### config.mk
export PLATFORM = sky130hd
export DESIGN_NAME = fetch_unit
export DESIGN_NICKNAME = d
export VERILOG_FILES = /design/src/rtl/fetch_unit.sv
export SDC_FILE = /design/constraint.sdc
export NUM_CORES = 1
export LEC_CHECK = 0
export ABC_AREA = 1
export CORE_MARGIN = 5
export CORE_UTILIZATION = 56
export DETAILED_ROUTE_END_ITERATION = 7
export GPL_TIMING_DRIVEN = 1
export PLACE_DENSITY = 0.86
export SLEW_MARGIN = 20
export SYNTH_ARGS = -nofsm -noshare
export SYNTH_HDL_FRONTEND = slang
export SYNTH_SLANG_ARGS = --single-unit
export TNS_END_PERCENT = 5
### constraint.sdc
create_clock -name clk -period 4.3 [get_ports clk]
set_input_delay 0.86 -clock clk [delete_from_list [all_inputs] [get_ports clk]]
set_output_delay 0.86 -clock clk [all_outputs]
set_load 0.1 [all_outputs]
### src/rtl/fetch_unit.sv
// Instruction-fetch stage: owns the fetch PC, keeps at most one imem request in flight,
// and hands {instr, PC, exc} to IF/ID through an output slot backed by a one-entry skid.
module fetch_unit #(
  parameter logic [31:0] RESET_PC = 32'h0000_3000,
  parameter logic [31:0] IMEM_LO  = 32'h0000_3000,
  parameter logic [31:0] IMEM_HI  = 32'h0000_6FFC
) (
  input  logic        clk,
  input  logic        reset,
  input  logic        stall,
  input  logic        redirect_valid,
  input  logic [31:0] redirect_pc,
  output logic        imem_req,
  output logic [31:0] imem_addr,
  input  logic        imem_ready,
  input  logic        imem_rvalid,
  input  logic [31:0] imem_rdata,
  output logic        out_valid,
  output logic [31:0] instr,
  output logic [31:0] PC,
  output logic        out_exc
);

  // REQ: may issue | WAIT: awaiting response | FULL: skid occupied | DRAIN: drop stale response
  typedef enum logic [1:0] {S_REQ, S_WAIT, S_FULL, S_DRAIN} state_e;

  state_e      state_q, state_d;
  logic [31:0] fetch_pc_q, fetch_pc_d;
  logic        out_valid_q, out_valid_d;
  logic [31:0] instr_q, instr_d;
  logic [31:0] pc_q, pc_d;
  logic        exc_q, exc_d;
  logic [31:0] skid_instr_q, skid_instr_d;
  logic [31:0] skid_pc_q, skid_pc_d;
  logic        exc_sent_q, exc_sent_d;

  logic pc_bad;
  logic slot_consumed;
  logic slot_free;
  logic req_fire;

  assign pc_bad        = (fetch_pc_q[1:0] != 2'b00) || (fetch_pc_q < IMEM_LO) || (fetch_pc_q > IMEM_HI);
  assign slot_consumed = out_valid_q & ~stall;
  assign slot_free     = ~out_valid_q | slot_consumed;
  assign req_fire      = imem_req & imem_ready;

  always_ff @(posedge clk) begin
    if (!reset) begin
      state_q      <= S_REQ;
      fetch_pc_q   <= RESET_PC;
      out_valid_q  <= 1'b0;
      instr_q      <= 32'h0;
      pc_q         <= 32'h0;
      exc_q        <= 1'b0;
      skid_instr_q <= 32'h0;
      skid_pc_q    <= 32'h0;
      exc_sent_q   <= 1'b0;
    end else begin
      state_q      <= state_d;
      fetch_pc_q   <= fetch_pc_d;
      out_valid_q  <= out_valid_d;
      instr_q      <= instr_d;
      pc_q         <= pc_d;
      exc_q        <= exc_d;
      skid_instr_q <= skid_instr_d;
      skid_pc_q    <= skid_pc_d;
      exc_sent_q   <= exc_sent_d;
    end
  end

  always_comb begin
    state_d = state_q;
    case (state_q)
      S_REQ:   if (req_fire) state_d = S_WAIT;
      S_WAIT:  if (imem_rvalid) state_d = slot_free ? S_REQ : S_FULL;
      S_FULL:  if (slot_consumed) state_d = S_REQ;
      S_DRAIN: if (imem_rvalid) state_d = S_REQ;
      default: state_d = S_REQ;
    endcase
    // A redirect while already draining only retargets the PC; the stale response is still owed.
    if (redirect_valid && state_q != S_DRAIN) begin
      if ((state_q == S_WAIT && !imem_rvalid) || (state_q == S_REQ && req_fire)) begin
        state_d = S_DRAIN;
      end else begin
        state_d = S_REQ;
      end
    end
  end

  always_comb begin
    imem_req  = reset && (state_q == S_REQ) && !pc_bad;
    imem_addr = fetch_pc_q;
  end

  always_comb begin
    fetch_pc_d   = fetch_pc_q;
    out_valid_d  = out_valid_q & ~slot_consumed;
    instr_d      = instr_q;
    pc_d         = pc_q;
    exc_d        = exc_q;
    skid_instr_d = skid_instr_q;
    skid_pc_d    = skid_pc_q;
    exc_sent_d   = exc_sent_q;
    if (redirect_valid) begin
      fetch_pc_d   = redirect_pc;
      out_valid_d  = 1'b0;
      skid_instr_d = 32'h0;
      skid_pc_d    = 32'h0;
      exc_sent_d   = 1'b0;
    end else begin
      case (state_q)
        S_REQ: begin
          // The AdEL slot is delivered once; fetch then parks until ID redirects.
          if (pc_bad && !exc_sent_q && slot_free) begin
            out_valid_d = 1'b1;
            instr_d     = 32'h0;
            pc_d        = fetch_pc_q;
            exc_d       = 1'b1;
            exc_sent_d  = 1'b1;
          end
        end
        S_WAIT: begin
          if (imem_rvalid) begin
            fetch_pc_d = fetch_pc_q + 32'd4;
            if (slot_free) begin
              out_valid_d = 1'b1;
              instr_d     = imem_rdata;
              pc_d        = fetch_pc_q;
              exc_d       = 1'b0;
            end else begin
              skid_instr_d = imem_rdata;
              skid_pc_d    = fetch_pc_q;
            end
          end
        end
        S_FULL: begin
          if (slot_consumed) begin
            out_valid_d = 1'b1;
            instr_d     = skid_instr_q;
            pc_d        = skid_pc_q;
            exc_d       = 1'b0;
          end
        end
        default: ;
      endcase
    end
  end

  assign out_valid = out_valid_q;
  assign instr     = instr_q;
  assign PC        = pc_q;
  assign out_exc   = exc_q;

endmodule

==> metrics.yaml <==
outcome:
  status: "completed"
routing:
  ant_nets: 0
  wire_per_inst_um: 16.6
  drt_pre_antenna_iters: 6
  vias: 8539
  drc: 0
  drt_iter0_drc: 982
  wl_mm: 25.4
  viasPerCell: 5.58
synth:
  ys_seq_elements: 165
  yosysSeqAreaShare_pct: 40.7
  yosys_warnings: 0
  syn_area_per_cell_um2: 6.70
  synth.distinct_cells: 35
  syn_area_um2: 8120
  synthCells: 1211
  syn_nets: 1286
sta:
  max-slew-margin-rel_pct: 31.8
  max_freq_mhz: 324
  timing.setup.tns_ps: 0
  slew_violations: 0
  setup_viol: 0
  period_minus_slack_ps: 3090
  final_hold_viol_count: 0
  skew_ps: 11.6
  period_share_pct: 71.9
  worst_slew_pin_slew_ps: 1020
  rsz0062_at_grt: "no"
floorplan:
  start_util_pct: 56.5
  die_h_um: 130
  ios: 169
  num_rows: 44
  die_x_um: 130
  die_area_um2: 17000
  core_area_um2: 14400
worst_hold_path:
  hold_class: "reg -> reg"
power:
  ir_drop_v: 0.000307
  power-per-cell-area_nw_per_um2: 507
  leakagePower_nw: 4.21
global_routing:
  antenna_found_initial: 1
  grt_pass1_wl_mm: 40.1
  grt_pass1_vias: 7809
  grt_max_degree: 81
  overflow: 0
  grtUsageMet2_pct: 46.8
  grt_use_met3_pct: 7.28
  grtUsageTotal_pct: 29.9
  grt_use_met1_pct: 40.8
  grt_busiest_layer: "met2"
critical_path:
  path_cells: "clkdlybuf4s50_1"
  crit_arrival_ps: 2230
  crit_buf_inv: 1
  r2r_slack_ps: 1360
  worstSetupStartpointType: "flip-flop"
  cp-end-kind: "primary output"
  cp.required_ps: 3440
  critPathTopFamily: "buffers and inverters"
  crit_type: "reg -> out"
  slowest_stage: "clkdlybuf4s50_1"
  slowest_delay_ps: 1220
  crit_fanout: 7
clocking:
  cts.sinks: 165
  cts_buffers: 17
  cts_tree: "done"
  worstSkewPairLatency_ps: 440
  clockBufferDepth: 2
  cts_setup_buffers: 0
  htree_levels: 4
  cts_hold_buffers: 0
  clockRootBuffer: "clkbuf_16"
  clk_pin_slew_worst_paths_ps: 60
  cts-resized-gates: 0
finish:
  fin_nets: 1408
  multi_input_area_um2: 4090
  nFillCells: 1154
  area_growth_pct: 29.1
  drive_gt1_share_pct: 5.58
  seqCellArea_um2: 3300
  final_util_pct: 72.9
placed_design:
  place_hpwl_mm: 17.5
  place_congestion: 1.02
  portBuffers: 168
job:
  cap_violations: 0
## layer usage
layer	up-vias	routed length, um
met5	-	0
met4	0	687
met3	53	2450
met2	418	11500
met1	3891	10800
li1	4177	-
## registers in the layout (all words and copies together) (netlist names)
register	flops
instr	32
skid_instr_q	32
exc_sent_q	1
imem_addr	32
skid_pc_q	32
out_valid	1
state_q	2
out_exc	1
PC	32
## power breakdown
part / internal, mW / switching (mW)
sequential: 1.65 / 0.0938
combinational: 0.462 / 1.40
clock: 1.06 / 0.637
total: 3.17 / 2.13
## synthesized netlist by cell type, drive strengths merged
cell type	n	area (um^2)
a221oi	1	8.76
inv	102	383
ha	5	62.6
o221ai	2	17.5
xnor2	1	8.76
nor3	16	80.1
dfxtp	165	3300
nand3	99	541
clkinv	3	11.3
xor2	11	96.3
o211ai	3	22.5
nand2	293	1120
a21oi	97	485
o21bai	1	7.51
nor4	1	21.3
a211o	1	8.76
o21ai	124	621
a211oi	3	22.5
clkbuf	49	184
a22o	21	184
nor2	162	616
nand4	6	37.5
or2	4	25.0
buf	29	170
a31oi	11	68.8
nand3b	1	7.51
## placed cells by master, fill, tap and decap left out, types with 4 or more instances in the layout
cell type / netlist / final
a21oi_1: 97 / 97
a22o_1: 21 / 21
a31oi_1: 11 / 11
buf_4: 3 / 12
bufinv_16: 0 / 5
clkbuf_16: 0 / 17
clkdlybuf4s50_1: 0 / 167
dfxtp_1: 165 / 165
inv_1: 99 / 99
nand2_1: 288 / 288
nand3_1: 90 / 90
nand3_2: 9 / 9
nand4_1: 6 / 6
nor2_1: 159 / 157
nor3_1: 16 / 15
o21ai_0: 123 / 123
or2_2: 4 / 4
xor2_1: 11 / 11
## final cells by class
cell class              instances  area share, %
flip-flops and latches        165           31.5
well taps                     184           2.20
multi-input cells             863           39.0
inverters                     105           3.76
diodes                          1         0.0239
clock inverters                12           1.92
repair buffers                181           17.2
clock buffers                  19           4.32
## final timing paths
path	start	end	cells past startpoint
setup reg to reg	state_q[1]	skid_instr_q[30]	9
setup / recovery	imem_addr[13]	imem_addr[13]	1
hold reg to reg	skid_instr_q[17]	skid_instr_q[17]	2
hold / removal	skid_instr_q[17]	skid_instr_q[17]	2
## stage by stage
step / instances / total power [mW] / area [um^2] / setup slack (ps) / hold slack [ps]
detailed placement: 1498 / 3.63 / 9820 / 859 / 438
global route: 1530 / 5.52 / 10500 / 1070 / 473
finish: 1530 / 5.31 / 10500 / 1210 / 448
floorplan: 1211 / 3.19 / 8120 / 685 / 425
CTS: 1529 / 5.31 / 10500 / 1210 / 449
global placement: 1498 / 3.61 / 9820 / 998 / 433
## cell families (layout without fill, tap and decap cells)
kind of cell	count (synthesis)	after routing	share of synthesized area, %
DFF	165	165	40.7
other	0	1	0
and+or+nand+nor	582	582	30.2
xor gates and xnor gates	12	12	1.30
AOI/OAI and AO/OA	264	264	17.8
adders and majority gates	5	5	0.771
buffers and inverters	183	317	9.22
No activity file was read; power rests on OpenSTA's default activity.
